<file path="src/rtl/uart_tx_if.sv">
// Host-side handshake for the UART transmitter: parallel word plus valid/ready.
interface uart_tx_if #(
    parameter int DATA_BITS = 8
);
    logic [DATA_BITS-1:0] tx_data;
    logic                 tx_valid;
    logic                 tx_ready;

    modport master (output tx_data, output tx_valid, input tx_ready);
    modport slave  (input tx_data, input tx_valid, output tx_ready);
endinterface

</file>
<file path="src/rtl/uart_tx.sv">
// UART transmitter: start bit, DATA_BITS data bits LSB first, optional parity, STOP_BITS stop bits.
// Every output is a register loaded from the next-state values, so the line moves on the accept edge.
module uart_tx #(
    parameter int CLK_FREQUENCY = 100_000_000,
    parameter int BAUD_RATE     = 115200,
    parameter int DATA_BITS     = 8,
    parameter int PARITY        = 0,
    parameter int STOP_BITS     = 1
) (
    input  logic     clk,
    input  logic     reset,
    uart_tx_if.slave host,
    output logic     tx_serial,
    output logic     tx_busy,
    output logic     tx_done
);
    localparam int BAUD_DIVIDER = CLK_FREQUENCY / BAUD_RATE;
    localparam int CNT_W        = (BAUD_DIVIDER > 2) ? $clog2(BAUD_DIVIDER) : 1;
    localparam int BIT_W        = $clog2(DATA_BITS);
    localparam logic [CNT_W-1:0] DIV_LAST  = CNT_W'(BAUD_DIVIDER - 1);
    localparam logic [BIT_W-1:0] DATA_LAST = BIT_W'(DATA_BITS - 1);
    localparam logic [BIT_W-1:0] STOP_LAST = BIT_W'(STOP_BITS - 1);
    localparam logic             ODD       = (PARITY == 1);

    if (BAUD_DIVIDER < 2) begin : g_bad_divider
        $fatal(1, "uart_tx: CLK_FREQUENCY/BAUD_RATE must be at least 2");
    end
    if (PARITY < 0 || PARITY > 2) begin : g_bad_parity
        $fatal(1, "uart_tx: PARITY must be 0, 1 or 2");
    end
    if (STOP_BITS != 1 && STOP_BITS != 2) begin : g_bad_stop
        $fatal(1, "uart_tx: STOP_BITS must be 1 or 2");
    end
    if (DATA_BITS < 5 || DATA_BITS > 9) begin : g_bad_data
        $fatal(1, "uart_tx: DATA_BITS must be 5..9");
    end

    typedef enum logic [2:0] {
        S_IDLE,
        S_START,
        S_DATA,
        S_PARITY,
        S_STOP
    } state_t;

    state_t               state_reg, state_next;
    logic [CNT_W-1:0]     div_reg, div_next;
    logic [BIT_W-1:0]     bit_reg, bit_next;
    logic [DATA_BITS-1:0] shift_reg, shift_next;
    logic                 parity_reg, parity_next;
    logic                 serial_reg, serial_next;
    logic                 ready_reg, ready_next;
    logic                 busy_reg;
    logic                 done_reg, done_next;
    logic                 bit_end;

    always_ff @(posedge clk or negedge reset) begin
        if (!reset) begin
            state_reg  <= S_IDLE;
            div_reg    <= '0;
            bit_reg    <= '0;
            shift_reg  <= '0;
            parity_reg <= 1'b0;
            serial_reg <= 1'b1;
            ready_reg  <= 1'b1;
            busy_reg   <= 1'b0;
            done_reg   <= 1'b0;
        end else begin
            state_reg  <= state_next;
            div_reg    <= div_next;
            bit_reg    <= bit_next;
            shift_reg  <= shift_next;
            parity_reg <= parity_next;
            serial_reg <= serial_next;
            ready_reg  <= ready_next;
            busy_reg   <= !ready_next;
            done_reg   <= done_next;
        end
    end

    always_comb begin
        state_next  = state_reg;
        div_next    = div_reg;
        bit_next    = bit_reg;
        shift_next  = shift_reg;
        parity_next = parity_reg;
        bit_end     = (div_reg == DIV_LAST);

        if (state_reg != S_IDLE) begin
            div_next = bit_end ? '0 : div_reg + 1'b1;
        end

        case (state_reg)
            S_IDLE: begin
                if (host.tx_valid && ready_reg) begin
                    state_next  = S_START;
                    shift_next  = host.tx_data;
                    parity_next = (^host.tx_data) ^ ODD;
                    div_next    = '0;
                    bit_next    = '0;
                end
            end
            S_START: begin
                if (bit_end) state_next = S_DATA;
            end
            S_DATA: begin
                if (bit_end) begin
                    shift_next = shift_reg >> 1;
                    if (bit_reg == DATA_LAST) begin
                        bit_next   = '0;
                        state_next = (PARITY != 0) ? S_PARITY : S_STOP;
                    end else begin
                        bit_next = bit_reg + 1'b1;
                    end
                end
            end
            S_PARITY: begin
                if (bit_end) state_next = S_STOP;
            end
            S_STOP: begin
                if (bit_end) begin
                    if (bit_reg == STOP_LAST) begin
                        bit_next   = '0;
                        state_next = S_IDLE;
                    end else begin
                        bit_next = bit_reg + 1'b1;
                    end
                end
            end
            default: state_next = S_IDLE;
        endcase

        // Output registers are loaded from the state being entered.
        case (state_next)
            S_START:  serial_next = 1'b0;
            S_DATA:   serial_next = shift_next[0];
            S_PARITY: serial_next = parity_next;
            default:  serial_next = 1'b1;
        endcase
        ready_next = (state_next == S_IDLE);
        done_next  = (state_next == S_STOP) && (bit_next == STOP_LAST) && (div_next == DIV_LAST);
    end

    assign host.tx_ready = ready_reg;
    assign tx_serial     = serial_reg;
    assign tx_busy       = busy_reg;
    assign tx_done       = done_reg;
endmodule

</file>
<file path="src/flat_wrapper.sv">
// flat-port wrapper written by rule: the top's interface ports become plain ports
module uart_tx_flat 
#(
    parameter int CLK_FREQUENCY = 100_000_000,
    parameter int BAUD_RATE     = 115200,
    parameter int DATA_BITS     = 8,
    parameter int PARITY        = 0,
    parameter int STOP_BITS     = 1
)
  (clk, reset, tx_serial, tx_busy, tx_done, host_tx_data, host_tx_valid, host_tx_ready);
  uart_tx_if #(.DATA_BITS(DATA_BITS)) host_i ();
  input  logic clk;
  input  logic reset;
  output logic tx_serial;
  output logic tx_busy;
  output logic tx_done;
  input wire logic [$bits(host_i.tx_data)-1:0] host_tx_data;
  input wire logic [$bits(host_i.tx_valid)-1:0] host_tx_valid;
  output wire logic [$bits(host_i.tx_ready)-1:0] host_tx_ready;
  assign host_i.tx_data = host_tx_data;
  assign host_i.tx_valid = host_tx_valid;
  assign host_tx_ready = host_i.tx_ready;
  uart_tx #(.CLK_FREQUENCY(CLK_FREQUENCY), .BAUD_RATE(BAUD_RATE), .DATA_BITS(DATA_BITS), .PARITY(PARITY), .STOP_BITS(STOP_BITS)) u_core (.clk(clk), .reset(reset), .host(host_i), .tx_serial(tx_serial), .tx_busy(tx_busy), .tx_done(tx_done));
endmodule
</file>
<file path="config.mk">
export PLATFORM = sky130hd
export DESIGN_NAME = uart_tx_flat
export DESIGN_NICKNAME = d
export VERILOG_FILES = /design/src/rtl/uart_tx_if.sv /design/src/rtl/uart_tx.sv /design/src/flat_wrapper.sv
export SDC_FILE = /design/constraint.sdc
export NUM_CORES = 1
export LEC_CHECK = 0
export ABC_AREA = 1
export CORE_MARGIN = 5
export CORE_UTILIZATION = 45
export CTS_BUF_LIST = sky130_fd_sc_hd__clkbuf_8
export CTS_CLUSTER_SIZE = 28
export DETAILED_ROUTE_END_ITERATION = 12
export GPL_ROUTABILITY_DRIVEN = 0
export PLACE_DENSITY = 0.63
export SYNTH_ARGS = -nofsm -noshare
export SYNTH_HDL_FRONTEND = slang
export SYNTH_SLANG_ARGS = --single-unit
</file>
<file path="constraint.sdc">
create_clock -name clk -period 1.4 [get_ports clk]
set_input_delay 0.28 -clock clk [delete_from_list [all_inputs] [get_ports clk]]
set_output_delay 0.28 -clock clk [all_outputs]
set_load 0.02 [all_outputs]
</file>
==> results of run 1 <==
[layer usage]
metal  GRT usage  vias up  share of wire
met3      0.0459       16          0.063
met1       0.275      935           0.43
met2       0.351       73           0.48
met5           0        -              0
li1            -     1000              -
met4      0.0929        0          0.032
[logic make-up (layout without fill, tap and decap cells)]
group | Yosys count | count (layout) | synth area share
AOI/OAI and AO/OA | 27 | 27 | 0.0978
xor gates and xnor gates | 7 | 7 | 0.0330
adders and majority gates | 4 | 4 | 0.0270
buffers and inverters | 47 | 137 | 0.103
DFF | 29 | 29 | 0.392
and+or+nand+nor | 141 | 141 | 0.347
[report_power, final]
| group | leakage, uW | total (uW) | internal (uW) | switching (uW) |
|---|---|---|---|---|
| clock network | 0.0000681 | 1050 | 707 | 344 |
| registers | 0.000356 | 1370 | 1140 | 234 |
| logic | 0.00115 | 2510 | 1200 | 1300 |
[cells in the mapped netlist]
cell / count / area (sq um)
nand2_2: 3 / 18.8
o21ai_0: 5 / 25.0
nor3_2: 1 / 10.0
nor2_1: 17 / 63.8
nand4_1: 8 / 50.1
buf_4: 2 / 15.0
nor2_2: 4 / 25.0
o211ai_1: 1 / 7.51
nor2_4: 1 / 11.3
buf_6: 1 / 11.3
a21oi_2: 2 / 17.5
a21oi_1: 6 / 30.0
nand3_2: 1 / 10.0
and2_1: 1 / 6.26
nand3_1: 32 / 160
xnor2_1: 5 / 43.8
a21boi_0: 2 / 15.0
inv_2: 3 / 11.3
inv_1: 41 / 154
o211ai_2: 1 / 12.5
dfstp_2: 2 / 52.6
or2_2: 1 / 6.26
a31oi_1: 1 / 6.26
nor3_1: 3 / 15.0
dfrtp_1: 27 / 676
a22oi_1: 5 / 37.5
ha_1: 4 / 50.1
o21ai_2: 2 / 17.5
nand2_1: 68 / 255
nand2_4: 1 / 11.3
o21ai_1: 1 / 5.00
xor2_1: 2 / 17.5
o21bai_1: 1 / 7.51
[cell type report]
type                       count  area (sq um)
multi-input combinational    179          1270
fill                         250           903
sequential                    29           731
timing repair buffer          85           723
inverter                      44           180
clock buffer                   5          68.8
clock inverter                 3          65.1
tap                           50          62.6
[per-stage QoR]
stage                     utilization  total power (uW)  hold slack (ns)  setup TNS, ns  worst slack [ns]
after floorplan                     -              2290          -0.0156         -0.137           -0.0886
after global placement          0.629              3150            0.473          -3.01            -0.263
after detailed placement        0.629              3200            0.503          -3.69            -0.296
after CTS                       0.731              4680            0.352          -2.61            -0.227
after global routing            0.774              5240            0.377          -4.94            -0.336
final                           0.774              4930            0.353          -3.04            -0.239
[path summary, 6_finish.rpt]
path | start | endpoint | slack (ns) | depth (start not counted)
worst min register to register | u_core.shift_reg[4] | u_core.shift_reg[3] | 0.52 | 2
worst max-delay path | u_core.div_reg[3] | u_core.tx_serial | -0.24 | 9
min in group clk | u_core.shift_reg[4] | u_core.shift_reg[3] | 0.52 | 2
max in group asynchronous | reset | u_core.tx_serial | 0.81 | 2
worst max register to register | u_core.div_reg[3] | u_core.tx_serial | -0.24 | 9
worst min-delay path | reset | u_core.div_reg[7] | 0.35 | 2
[repair_timing]
item | in CTS | in global routing
pin swaps | 29 | 27
cloned | 0 | 0
gates resized for setup | 70 | 45
endpoints found under the setup margin | 29 | 26
setup buffers | 9 | 1
[layout by cell type (no fill, tap or decap), drive strengths merged, types with 4 or more instances in the layout]
master,synthesis,routed
buf,3,72
nand2,72,72
inv,44,44
nand3,33,33
dfrtp,27,27
nor2,22,22
clkdlybuf4s50,0,10
nand4,8,8
o21ai,8,8
a21oi,8,8
a22oi,5,5
clkbuf,0,5
xnor2,5,5
nor3,4,4
ha,4,4
==> results.py, run 1 <==
metrics = {
    "status": {
        "status": "finished, violations left",
        "violations": "negative setup slack",
    },
    "grt": {
        "grt_pass1_vias": 1927,
        "grt_pass1_wl_microns": 8870,
        "grt.overflow.total": 0,
        "groute.usage.overall": 0.215,
        "antenna_found_initial": 0,
        "grt_start_max_net_pins": 30,
    },
    "synthesis": {
        "synth_area_per_cell_sq_um": 7.28,
        "seq_area_frac_synth": 0.392,
        "syn_inst": 255,
        "synth_cell_type_count": 33,
        "syn_nets": 270,
        "ys_ff_latch": 29,
        "synth_area_sq_mm": 0.00186,
        "yosys_warnings": 0,
    },
    "placement": {
        "place_area_sq_mm": 0.00252,
        "dpl.cell_count": 378,
        "hpwl_microns": 3600,
        "portBuffers": 14,
    },
    "timing": {
        "tightest_slew_ns": 0.336,
        "period_needed_ns": 1.64,
        "worst_slack_ns": -0.239,
        "relSlewSlack": 0.774,
        "period_share": 1.17,
        "finalSetupViolations": 21,
        "skew_ns": 0.00642,
        "timing_hold_violations_final": 0,
        "clock.fmax_mhz": 610,
        "drv_slew": 0,
        "rsz0062_at_grt": "true",
    },
    "detailed_routing": {
        "vias_per_cell": 5.12,
        "post-route-drc-count": 0,
        "first_pass_iters": 4,
        "postRouteAntennaNets": 0,
        "drt-initial-drc-count": 171,
        "vias": 2024,
        "routed_wl_microns": 5660,
        "wl_per_cell_microns": 14.3,
    },
    "critical_path": {
        "start_kind": "flop",
        "endpoint_kind": "flop",
        "required_ns": 1.61,
        "max_stage_delay_ns": 0.45,
        "path_delay_family": "simple AND/OR/NAND/NOR gates",
        "crit_path_top_delay_cell": "dfrtp_1",
        "path_class": "reg2reg",
        "cp.buffers_inverters": 1,
        "cp_max_fo": 5,
        "arrival_ns": 1.85,
        "path_cells": "nor2_2, nand3_2, nor2_4, o21ai_2, nand2_2, nor2_4, nand2_2, buf_4, nand3_2",
    },
    "cts": {
        "htreeDepth": 2,
        "cts.reportedPaths.clkPinSlew_ns": 0.07,
        "root_buffer": "clkbuf_8",
        "insertion_delay_ns": 0.28,
        "tritoncts": "built",
        "cts_hold_buf": 0,
        "cts.path.max_buffers": 2,
        "cts_inserted_buffers": 5,
        "clock_sinks": 29,
    },
    "cells_and_area": {
        "syn_to_final_growth_pct": 66.9,
        "postLayoutCellArea_sq_mm": 0.00310,
        "drive_above_1_share": 0.487,
        "largest_register_ff_count": 10,
        "diodes": 0,
        "nets": 359,
        "final_cells": 395,
    },
    "run": {
        "drv_cap": 0,
    },
    "floorplanning": {
        "die_x_microns": 74.2,
        "design.core.area_sq_mm": 0.00400,
        "io_pins": 15,
        "fp.dieH_microns": 74.2,
        "std_cell_rows": 23,
        "die_area_sq_mm": 0.00551,
        "start_util": 0.464,
    },
    "worst_hold_path": {
        "hold_class": "in2async",
    },
    "pwr": {
        "cellPowerDensity_mw_per_mm2": 1590,
        "ir_worst_vdd_v": 0.000914,
        "p_leak_uw": 0.00158,
    },
}
(Power assumes the default switching activity.)
==> inputs of run 2 (changes only) <==
--- a/config.mk
+++ b/config.mk
@@ -12,7 +12,7 @@
 export CTS_CLUSTER_SIZE = 28
 export DETAILED_ROUTE_END_ITERATION = 12
 export GPL_ROUTABILITY_DRIVEN = 0
-export PLACE_DENSITY = 0.63
+export PLACE_DENSITY = 0.72
 export SYNTH_ARGS = -nofsm -noshare
 export SYNTH_HDL_FRONTEND = slang
 export SYNTH_SLANG_ARGS = --single-unit
==> run 2 against run 1 <==
Net effect:
- the flow still finishes with violations (negative setup slack)
- core utilization down 0.91 points
- sequential share of layout area up 0.20 points
- clock-buffer cell count unchanged
- critical path depth up 1
- worst hold slack worse by 0.0089 ns
- largest power group unchanged
==> results.py, run 2 (synthesis gave the netlist of run 1 again) <==
metrics = {
    "status": {
        "status": "finished, violations left",
        "violations": "negative setup slack",
    },
    "cells_and_area": {
        "diodes": 0,
        "drive_above_1_share": 0.469,
        "largest_register_ff_count": 10,
        "final_cells": 404,
        "final_common_cell": "buf_4",
        "final_cell_mix": "buf_4, nand2_1, inv_1",
        "nets": 368,
        "syn_to_final_growth_pct": 64.9,
    },
    "floorplanning": {
        "design.core.area_sq_mm": 0.00400,
        "start_util": 0.464,
        "die_x_microns": 74.2,
        "die_area_sq_mm": 0.00551,
        "std_cell_rows": 23,
        "io_pins": 15,
        "fp.dieH_microns": 74.2,
    },
    "worst_hold_path": {
        "hold_class": "in2async",
    },
    "critical_path": {
        "max_stage_delay_ns": 0.40,
        "arrival_ns": 1.82,
        "required_ns": 1.56,
        "cp_max_fo": 8,
        "path_class": "reg2reg",
        "worstRegToRegCells": 10,
        "start_kind": "flop",
        "path_cells": "ha_4, inv_2, nor2_1, nand3_1, nor2_4, buf_4, nand2_8, buf_6, nand3_2, nand2_1",
        "crit_path_top_delay_cell": "dfrtp_1",
        "endpoint_kind": "flop",
    },
    "detailed_routing": {
        "vias": 2129,
        "first_pass_iters": 5,
        "wl_per_cell_microns": 15.5,
        "drt-initial-drc-count": 218,
        "postRouteAntennaNets": 0,
        "wl_met2_microns": 3060,
        "post-route-drc-count": 0,
        "dr_wl_met3_microns": 404,
        "met1_length_microns": 2570,
        "routed_wl_microns": 6260,
        "top_layer_used": "met4",
        "vias_per_cell": 5.27,
    },
    "timing": {
        "rsz0062_at_grt": "true",
        "finalSetupViolations": 24,
        "whs_ns": 0.344,
        "period_needed_ns": 1.66,
        "skew_ns": 0.00585,
        "drv_slew": 0,
        "tightest_slew_ns": 0.360,
        "relSlewSlack": 0.759,
        "clock.fmax_mhz": 601,
        "timing_hold_violations_final": 0,
        "worst_slack_ns": -0.263,
        "period_share": 1.19,
    },
    "grt": {
        "grt_pass1_vias": 2108,
        "grt.overflow.total": 0,
        "grt_start_max_net_pins": 30,
        "groute.usage.overall": 0.238,
        "antenna_found_initial": 0,
        "grt_pass1_wl_microns": 9830,
    },
    "cts": {
        "cts.reportedPaths.clkPinSlew_ns": 0.07,
        "cts.path.max_buffers": 2,
        "htreeDepth": 2,
        "root_buffer": "clkbuf_8",
        "cts_inserted_buffers": 5,
        "tritoncts": "built",
        "insertion_delay_ns": 0.29,
        "clock_sinks": 29,
    },
    "placement": {
        "dp_slack_ns": -0.353,
        "dpl.cell_count": 382,
        "portBuffers": 14,
        "hpwl_microns": 3810,
    },
    "pwr": {
        "ir_worst_vdd_v": 0.000938,
        "p_leak_uw": 0.00157,
        "cellPowerDensity_mw_per_mm2": 1500,
    },
    "run": {
        "drv_cap": 0,
    },
}
[run 2: cell count changes in the layout (fill, tap and decap cells not counted), sizes merged]
cell and delta:
bufinv -2, inv -1, buf +8, clkinvlp +2
clkinv +1, clkbuf +1
[run 2: path summary, 6_finish.rpt]
kind | start | to | slack (ns)
max in group asynchronous | reset | u_core.host.tx_ready | 0.82
worst max-delay path | u_core.div_reg[0] | u_core.shift_reg[2] | -0.26
worst min register to register | u_core.shift_reg[0] | u_core.shift_reg[0] | 0.51
worst max register to register | u_core.div_reg[0] | u_core.shift_reg[2] | -0.26
worst min-delay path | reset | u_core.div_reg[7] | 0.34
min in group clk | u_core.shift_reg[0] | u_core.shift_reg[0] | 0.51
[run 2: worst max-delay path, delay by kind of cell, from the launching register on]
kind,cells,cell delay [ns]
AND/OR/NAND/NOR,6,0.57
adder cells (fa/ha/maj),1,0.19
flip-flops,1,0.40
buffers and inverters,3,0.37
[run 2: repair_timing]
| item | CTS | global route |
|---|---|---|
| gates resized for setup | 59 | 41 |
| hold buffers | 0 | 0 |
| setup buffers | 12 | 5 |
| pin swaps | 12 | 15 |
| hold endpoints to repair | 0 | 0 |
| endpoints found under the setup margin | 28 | 29 |
[run 2: cell type report]
class | instances | area (sq um)
fill | 254 | 940
multi-input combinational | 179 | 1200
timing repair buffer | 94 | 800
clock inverter | 3 | 17.5
tap | 50 | 62.6
inverter | 44 | 179
sequential | 29 | 728
clock buffer | 5 | 68.8
[run 2: metrics by stage]
step	TNS (ns)	instance area [sq um]	utilization	total power, uW
global route	-5.86	3060	0.765	4900
detailed placement	-4.31	2550	0.637	3200
finish	-3.78	3060	0.765	4590
global placement	-3.66	2550	0.637	3150
floorplan	-0.137	1860	-	2290
CTS	-2.28	2880	0.721	4180
[run 2: report_power, final]
group	switching, uW	internal, uW
Sequential	232	1140
Clock	345	342
Combinational	1320	1220
Total	1890	2690
[run 2: per-layer routing]
layer,vias to the layer above,global-route usage
li1,1013,-
met1,990,0.304
met2,100,0.394
met3,26,0.0527
met4,0,0.0968
met5,-,0
==> inputs of run 3 (changes only) <==
--- a/config.mk
+++ b/config.mk
@@ -13,6 +13,7 @@
 export DETAILED_ROUTE_END_ITERATION = 12
 export GPL_ROUTABILITY_DRIVEN = 0
 export PLACE_DENSITY = 0.72
+export SLEW_MARGIN = 20
 export SYNTH_ARGS = -nofsm -noshare
 export SYNTH_HDL_FRONTEND = slang
 export SYNTH_SLANG_ARGS = --single-unit
==> results of run 3 <==
No change in the layout: final DEF, timing and power equal those of run 2.
